## src/rtl/pipe_ctrl_pkg.sv

```systemverilog
// Shared definitions for the pipeline stall/flush sequencer.
//   state_e  : sequencer FSM encoding (RUN=0, MUL_WAIT=1, MEM_WAIT=2)
//   REG_ZERO : architectural $zero register index, never a real hazard source
package pipe_ctrl_pkg;

  typedef enum logic [1:0] {
    ST_RUN      = 2'd0,
    ST_MUL_WAIT = 2'd1,
    ST_MEM_WAIT = 2'd2
  } state_e;

  localparam logic [4:0] REG_ZERO = 5'd0;

endpackage

```

## src/rtl/hazard_detect.sv

```systemverilog
// Load-use hazard detector (purely combinational).
//   id_rs, id_rt  : source register fields of the instruction in ID
//   id_uses_rt    : ID instruction actually reads rt
//   ex_mem_read   : a load is in EX
//   ex_rt         : destination register of that load
//   load_use      : ID must wait one cycle for the load result
module hazard_detect
  import pipe_ctrl_pkg::*;
(
  input  logic [4:0] id_rs,
  input  logic [4:0] id_rt,
  input  logic       id_uses_rt,
  input  logic       ex_mem_read,
  input  logic [4:0] ex_rt,
  output logic       load_use
);

  logic rs_match;
  logic rt_match;

  assign rs_match = (ex_rt == id_rs);
  assign rt_match = id_uses_rt && (ex_rt == id_rt);
  // A load targeting $zero writes nothing, so it can never feed a consumer.
  assign load_use = ex_mem_read && (ex_rt != REG_ZERO) && (rs_match || rt_match);

endmodule

```

## src/rtl/pipeline_hazard_ctrl.sv

```systemverilog
// Stall/flush sequencer for the 5-stage pipeline.
// Drives write enables and bubble controls of PC, IF/ID, ID/EX and EX/MEM.
// Inputs : clk, rst (sync, active-high), ID source fields, EX load info,
//          ex_mul_start, branch_taken, mem_req/mem_ready.
// Outputs: *_write / *_flush per pipeline register, mul_done pulse,
//          state_o (debug), stall_cnt (saturating count of pc_write=0 cycles).
module pipeline_hazard_ctrl
  import pipe_ctrl_pkg::*;
#(
  parameter int unsigned MUL_CYCLES = 4,
  parameter int unsigned CNT_W      = 3,
  parameter int unsigned STALL_W    = 16
) (
  input  logic               clk,
  input  logic               rst,
  input  logic [4:0]         id_rs,
  input  logic [4:0]         id_rt,
  input  logic               id_uses_rt,
  input  logic               ex_mem_read,
  input  logic [4:0]         ex_rt,
  input  logic               ex_mul_start,
  input  logic               branch_taken,
  input  logic               mem_req,
  input  logic               mem_ready,
  output logic               pc_write,
  output logic               if_id_write,
  output logic               if_id_flush,
  output logic               id_ex_write,
  output logic               id_ex_flush,
  output logic               ex_mem_write,
  output logic               ex_mem_flush,
  output logic               mul_done,
  output logic [1:0]         state_o,
  output logic [STALL_W-1:0] stall_cnt
);

  // Start cycle plus MUL_CYCLES-1 MUL_WAIT cycles; the last one has count 0.
  localparam logic [CNT_W-1:0] MulLoad = CNT_W'(MUL_CYCLES - 2);

  state_e             state_q, state_d;
  logic [CNT_W-1:0]   mul_cnt_q, mul_cnt_d;
  logic [STALL_W-1:0] stall_cnt_q;
  logic               load_use;
  logic               mem_stall;

  hazard_detect u_hazard_detect (
    .id_rs       (id_rs),
    .id_rt       (id_rt),
    .id_uses_rt  (id_uses_rt),
    .ex_mem_read (ex_mem_read),
    .ex_rt       (ex_rt),
    .load_use    (load_use)
  );

  assign mem_stall = mem_req && !mem_ready;

  always_comb begin
    state_d      = state_q;
    mul_cnt_d    = mul_cnt_q;
    pc_write     = 1'b1;
    if_id_write  = 1'b1;
    if_id_flush  = 1'b0;
    id_ex_write  = 1'b1;
    id_ex_flush  = 1'b0;
    ex_mem_write = 1'b1;
    ex_mem_flush = 1'b0;
    mul_done     = 1'b0;

    if (rst) begin
      state_d      = ST_RUN;
      mul_cnt_d    = '0;
      pc_write     = 1'b0;
      if_id_write  = 1'b0;
      id_ex_write  = 1'b0;
      ex_mem_write = 1'b0;
      if_id_flush  = 1'b1;
      id_ex_flush  = 1'b1;
      ex_mem_flush = 1'b1;
    end else begin
      unique case (state_q)
        ST_RUN: begin
          if (mem_stall) begin
            pc_write     = 1'b0;
            if_id_write  = 1'b0;
            id_ex_write  = 1'b0;
            ex_mem_write = 1'b0;
            state_d      = ST_MEM_WAIT;
          end else if (ex_mul_start) begin
            // Hold the multiply in EX and feed bubbles into MEM.
            pc_write     = 1'b0;
            if_id_write  = 1'b0;
            id_ex_write  = 1'b0;
            ex_mem_flush = 1'b1;
            mul_cnt_d    = MulLoad;
            state_d      = ST_MUL_WAIT;
          end else if (branch_taken) begin
            // Squash wrong-path fetches; also overrides any load-use bubble.
            if_id_flush = 1'b1;
            id_ex_flush = 1'b1;
          end else if (load_use) begin
            pc_write    = 1'b0;
            if_id_write = 1'b0;
            id_ex_flush = 1'b1;
          end
        end
        ST_MUL_WAIT: begin
          if (mul_cnt_q == '0) begin
            mul_done = 1'b1;
            state_d  = ST_RUN;
          end else begin
            pc_write     = 1'b0;
            if_id_write  = 1'b0;
            id_ex_write  = 1'b0;
            ex_mem_flush = 1'b1;
            mul_cnt_d    = mul_cnt_q - CNT_W'(1);
          end
        end
        ST_MEM_WAIT: begin
          if (mem_stall) begin
            pc_write     = 1'b0;
            if_id_write  = 1'b0;
            id_ex_write  = 1'b0;
            ex_mem_write = 1'b0;
          end else begin
            state_d = ST_RUN;
          end
        end
        default: state_d = ST_RUN;
      endcase
    end
  end

  always_ff @(posedge clk) begin
    if (rst) begin
      state_q     <= ST_RUN;
      mul_cnt_q   <= '0;
      stall_cnt_q <= '0;
    end else begin
      state_q   <= state_d;
      mul_cnt_q <= mul_cnt_d;
      if (!pc_write && (stall_cnt_q != '1)) begin
        stall_cnt_q <= stall_cnt_q + STALL_W'(1);
      end
    end
  end

  assign state_o   = state_q;
  assign stall_cnt = stall_cnt_q;

endmodule
```

## config.mk

```make
export PLATFORM = sky130hd
export DESIGN_NAME = pipeline_hazard_ctrl
export DESIGN_NICKNAME = d
export VERILOG_FILES = /design/src/rtl/pipe_ctrl_pkg.sv /design/src/rtl/hazard_detect.sv /design/src/rtl/pipeline_hazard_ctrl.sv
export SDC_FILE = /design/constraint.sdc
export NUM_CORES = 1
export LEC_CHECK = 0
export BUFFER_PORTS_ARGS = -buffer_cell sky130_fd_sc_hd__buf_4
export CAP_MARGIN = 40
export CORE_ASPECT_RATIO = 1.25
export CORE_MARGIN = 1.5
export CORE_UTILIZATION = 50
export CTS_BUF_LIST = sky130_fd_sc_hd__clkbuf_8
export CTS_CLUSTER_SIZE = 10
export DETAILED_ROUTE_END_ITERATION = 12
export GPL_ROUTABILITY_DRIVEN = 0
export PLACE_DENSITY = 0.87
export RECOVER_POWER = 100
export SLEW_MARGIN = 20
export SYNTH_ARGS = -nofsm -noshare
export SYNTH_HDL_FRONTEND = slang
export SYNTH_SLANG_ARGS = --single-unit
```

## constraint.sdc

```tcl
create_clock -name clk -period 2.91 [get_ports clk]
set_input_delay 0.582 -clock clk [delete_from_list [all_inputs] [get_ports clk]]
set_output_delay 0.582 -clock clk [all_outputs]
set_load 0.05 [all_outputs]
```

=== Word-level counts from Yosys, hierarchy flattened ===
Index checks and enable logic that the tools add are counted.

* Shifts and indexed selects: 0
* Equal/unequal tests: 11
* Magnitude comparators: 0
* Divide/modulo/power cells: 0
* Multiplexer cells: 41
* Bitwise logic cells: 0
* Reduce and logical (&&, ||, !) cells: 15
* $mul: 0
* $add $sub $neg: 2

{| class="wikitable"
|+ Operators by type and width
! operator !! count
|-
| 1-bit 2-to-1 mux || 29
|-
| 16-bit by 1-bit adder with 16-bit output (second input constant) || 1
|-
| 16-bit inequality test (second input constant) || 1
|-
| 5-bit equality test || 2
|-
| 2-bit inequality test (second input constant) || 5
|-
| 3-bit 2-to-1 mux || 3
|-
| 2-bit 2-to-1 mux || 4
|-
| 1-bit one-hot mux with 3 select lines || 2
|-
| 2-bit one-hot mux with 3 select lines || 1
|-
| 3-bit one-hot mux with 2 select lines || 1
|-
| 1-bit logical AND || 5
|-
| 5-bit nonzero test || 1
|-
| 4-bit AND reduction || 1
|-
| 3-bit zero test || 1
|-
| 3-bit inequality test (second input constant) || 1
|-
| 3-bit AND reduction || 1
|-
| 3-bit by 1-bit subtractor with 3-bit output (second input constant) || 1
|-
| 2-bit by 1-bit equality test with 1-bit output (second input constant) || 1
|-
| 2-bit equality test (second input constant) || 1
|-
| 1-bit zero test || 2
|-
| 2-bit zero test || 1
|-
| 1-bit one-hot mux with 2 select lines || 1
|-
| 2-bit nonzero test || 1
|-
| 2-bit OR reduction || 1
|-
| 1-bit logical OR || 1
|}

* Bits in writable memories: 0
* Memories: 0
* Flip-flop bits (word level): 21
* Input bits: 23
* Logic and storage cells: 72
* Bits in latches: 0
* Output and inout bits: 26
* Bits in read-only memories: 0

=== Depth between registers and ports, before layout ===
* Depth in word-level cells: 12
* Depth in mapped cells: 10
* Depth with buffers taken out: 9

=== Modules after synthesis ===
Synthesis repeated with hierarchy kept, for this count alone.

* Cell total of the unflattened synthesis: 158
* Area total of the unflattened synthesis: 1318.8 sq um

{| class="wikitable"
|+ By module, submodules not included
! module !! times used !! area each (sq um) !! seq. area each (sq um) !! cells each
|-
| pipeline_hazard_ctrl || 1 || 1186.1 || 420.4 || 141
|-
| hazard_detect || 1 || 132.6 || 0.0 || 17
|}

=== Worst setup path before layout ===
Ideal clock, no wire load.

* Path kind: register to output
* Start: reg state_q[0], in the netlist state_o[0]
* End: out pc_write
* Buffers on the path: 2
* Slack: -1.497 ns
* Cell stages (with the launch flop): 7
* Required time: 2.328 ns
* Arrival: 3.825 ns
* Cells stage by stage: dfxtp_1 buf_6 nor3b_4 nor2_1 and2_1 a21boi_0 buf_4

* Word-level cells in the longest chain between the ends: 3
* Elaborated cells on any way between the ends: 5
* Classes of those cells: 2 x eq/ne; 2 x mux; 1 x reduce/logical

{| class="wikitable"
|+ Ends and longest elaborated chain
! what !! line !! text
|-
| from (decl) || pipeline_hazard_ctrl.sv:40 || <nowiki>state_e state_q, state_d;</nowiki>
|-
| from (signal assigned) || pipeline_hazard_ctrl.sv:139 || <nowiki>state_q <= state_d;</nowiki>
|-
| 2-bit equality test (tied with other cells) || -- ||
|-
| 1-bit one-hot mux with 3 select lines * || -- ||
|-
| 1-bit 2-to-1 mux * || -- ||
|-
| to (decl) || pipeline_hazard_ctrl.sv:25 || <nowiki>output logic pc_write,</nowiki>
|}

Every way passes the cells marked *; elsewhere a longest branch is shown, timed or not.

=== Worst setup path after layout ===
* Start: in ex_rt[1]
* End: out if_id_write

* Word-level cells in the longest chain between the ends: 10
* Elaborated cells on any way between the ends: 13
* Classes of those cells: 2 x eq/ne; 6 x mux; 5 x reduce/logical

{| class="wikitable"
|+ Ends and longest elaborated chain
! what !! line !! text
|-
| from (decl) || pipeline_hazard_ctrl.sv:20 || <nowiki>input logic [4:0] ex_rt,</nowiki>
|-
| 5-bit equality test || hazard_detect.sv:22 || <nowiki>assign rt_match = id_uses_rt && (ex_rt == id_rt);</nowiki>
|-
| 1-bit logical AND || hazard_detect.sv:22 ||
|-
| 1-bit logical OR || hazard_detect.sv:24 || <nowiki>assign load_use = ex_mem_read && (ex_rt != REG_ZERO) && (rs_match || rt_match);</nowiki>
|-
| 1-bit logical AND * || hazard_detect.sv:24 ||
|-
| 1-bit 2-to-1 mux * || pipeline_hazard_ctrl.sv:100 || <nowiki>end else if (load_use) begin</nowiki>
|-
| 1-bit 2-to-1 mux * || pipeline_hazard_ctrl.sv:96 || <nowiki>end else if (branch_taken) begin</nowiki>
|-
| 1-bit 2-to-1 mux * || pipeline_hazard_ctrl.sv:88 || <nowiki>end else if (ex_mul_start) begin</nowiki>
|-
| 1-bit 2-to-1 mux * || pipeline_hazard_ctrl.sv:82 || <nowiki>if (mem_stall) begin</nowiki>
|-
| 1-bit one-hot mux with 3 select lines * || pipeline_hazard_ctrl.sv:80 || <nowiki>unique case (state_q)</nowiki>
|-
| 1-bit 2-to-1 mux * || pipeline_hazard_ctrl.sv:69 || <nowiki>if (rst) begin</nowiki>
|-
| to (decl) || pipeline_hazard_ctrl.sv:26 || <nowiki>output logic if_id_write,</nowiki>
|}

Marks and branches as above.

==> qor.csv <==
metric,value,unit
layout_setup_ws,0.211,ns
dpl-instance-area,1760,um^2
post-route-period-util,92.8,%
overflow,0,
post_cts_buffers,0,
synthCells,162,
grt_pass1_wl,5740,um
viasPerCell,5.71,
drc,0,
status,completed,
rows,21,
fmax,370,MHz
dp_slack,0.297,ns
maxCapViolations,0,
fin_nets,235,
ant_nets,0,
fin_tns_setup,0,ns
hold_class,reg -> reg,
clkLatencyLatePin,0.26,ns
worstPathCellList,buf_4 -> or4_1 -> o21ai_1 -> nor2_1 -> a21boi_4 -> clkbuf_2,
grtUsageTotal,23.5,%
r2r.worst_path.cells,9,
skew,0.00367,ns
fin_cells,242,
final_util,63.0,%
rsz0062_at_grt,no,
final_max_slew_viol_count,0,
whs_path_depth,2,
syn2layout_area_growth,21.4,%
synth_cell_types,44,
final_area,1670,um^2
cp_data_required_time,2.33,ns
firstDrtPassIters,4,
cts_buffer_depth,2,
ys_warn_count,0,
powerDensity,413,nW/um^2
syn_area,1380,um^2
antenna_found_initial,0,
synth_top_area_share,30.5,%
worstSetupStartpointType,input pin,
path_max_fanout,4,
wl_per_cell,13.9,um
critical_path.max_stage_delay,0.52,ns
arrival,2.12,ns
hold_viol_final,0,
grt_pass1_vias,1351,
ir_worst_vdd,0.311,mV
cts_resized,0,
vias,1383,
synth_nets,188,
ys_ff_latch,21,
ioPinCount,49,
die_area,3080,um^2
cts-htree-levels,1,
leakage,0.598,nW
yosysSeqAreaShare,30.5,%
synth_top_cell_by_area,dfxtp_1,
cts_buffers,3,
fin_crit,2.70,ns
initial_core_util,51.9,%
path_class,in -> out,
routed_wl,3370,um
clock-root-buffer,clkbuf_8,
drt_iter0_drc,39,
antennaDiodeCount,0,
grt_start_max_net_pins,30,
dp.cells,238,
clkSinkCount,21,
place_hpwl,2640,um
cts.clk_slew.worst_paths,0.08,ns
cts_hold_buf,0,
die_w,49.9,um
core-area,2650,um^2
synthTopCellsByArea,"dfxtp_1 31%, xnor2_1 6.4%, a21oi_1 4.4%",
setup_viol,0,
worst_pin_slew,0.793,ns
die_height,61.7,um
avgSynthCellArea,8.50,um^2
endpoint_kind,output pin,
critPathSlowestCell,or4_1,
portBuffers,48,
maxSlewHeadroom,46.9,%
cts_tree,done,
drive_gt1_share,18.8,%
-- stage by stage --
step	hold slack, ns	power, mW
detailed placement	0.476	0.525
global route	0.534	0.724
finish	0.493	0.690
global placement	0.459	0.516
CTS	0.491	0.713
floorplan	0.444	0.459
-- cells in the final DEF, fill, tap and decap left out, types with 3 or more instances in the layout --
cell / count
nand2_1: 7
buf_4: 24
dfxtp_1: 21
nor4_1: 4
nand4_1: 3
xnor2_1: 10
nand2b_1: 4
nand3_1: 9
o31ai_1: 5
nor2_1: 14
inv_1: 10
ha_1: 3
clkbuf_2: 3
a21oi_1: 13
or4_1: 6
clkbuf_1: 22
nor2b_1: 4
or3_1: 6
o21ai_0: 4
nor3_1: 3
a21o_1: 4
clkbuf_8: 3
-- area by class of cell --
| type | count | area, um^2 |
|---|---|---|
| multi-input combinational | 124 | 848 |
| timing repair buffer | 49 | 278 |
| clock inverter | 1 | 5.00 |
| inverter | 10 | 37.5 |
| clock buffer | 3 | 41.3 |
| tap | 34 | 42.5 |
| sequential | 21 | 420 |
| fill | 250 | 981 |
-- power breakdown --
part           leakage, nW  internal [mW]  total (mW)  switching [mW]
clock network       0.0255         0.0953       0.191          0.0957
logic                0.402         0.0701       0.190           0.120
registers            0.170          0.297       0.309          0.0122
total                0.598          0.462       0.690           0.228
-- sequential cells by signal (all words and copies together) (netlist names) --
register,count
stall_cnt,16
mul_cnt_q,3
state_o,2
-- worst paths after layout --
kind	start	to	slack (ns)
worst min-delay path	mul_cnt_q[1]$_SDFFE_PP0P_	mul_cnt_q[1]$_SDFFE_PP0P_	0.49
worst min register to register	mul_cnt_q[1]$_SDFFE_PP0P_	mul_cnt_q[1]$_SDFFE_PP0P_	0.49
worst max register to register	mul_cnt_q[0]$_SDFFE_PP0P_	stall_cnt[8]$_SDFFE_PP0P_	0.33
worst max-delay path	ex_rt[1]	if_id_write	0.21
-- logic make-up (layout without fill, tap and decap cells) --
kind of cell	Yosys count	after routing	share of synthesized area [%]
simple gates	70	70	30.4
compound gates	36	36	19.3
flops	21	21	30.5
buf+inv	17	63	6.54
xor+xnor	11	11	6.99
mux	4	4	3.45
fa+ha+maj	3	3	2.73
-- Yosys cell counts, drive strengths merged --
cell / n
nor4: 5
mux2: 3
and2: 1
nor3b: 1
buf: 6
nand2b: 4
nor2b: 4
a21oi: 13
or4: 6
dfxtp: 21
o21ai: 6
xor2: 1
nor4b: 2
or3: 6
clkbuf: 1
a22oi: 1
o21bai: 1
a2bb2oi: 1
nor4bb: 2
nor2: 15
nor3: 3
and2b: 1
a211oi: 3
ha: 3
mux2i: 1
nand2: 7
nand4: 4
a21boi: 1
xnor2: 10
a21o: 4
o22ai: 1
o31ai: 5
inv: 10
nand3: 9
-- metal layers --
layer  vias up  share of wire [%]  GRT usage (%)
li1        675                  -              -
met1       662                 42           27.4
met2        42                 54           45.3
met3         4                3.1           2.67
met4         0               0.89           7.14
met5         -                  0              0
-- critical path, delay by kind of cell --
kind,cells,cell delay [ns]
simple gates,2,0.64
buf+inv,2,0.41
compound gates,2,0.48
Note: power is estimated with default switching activity, not from simulation.
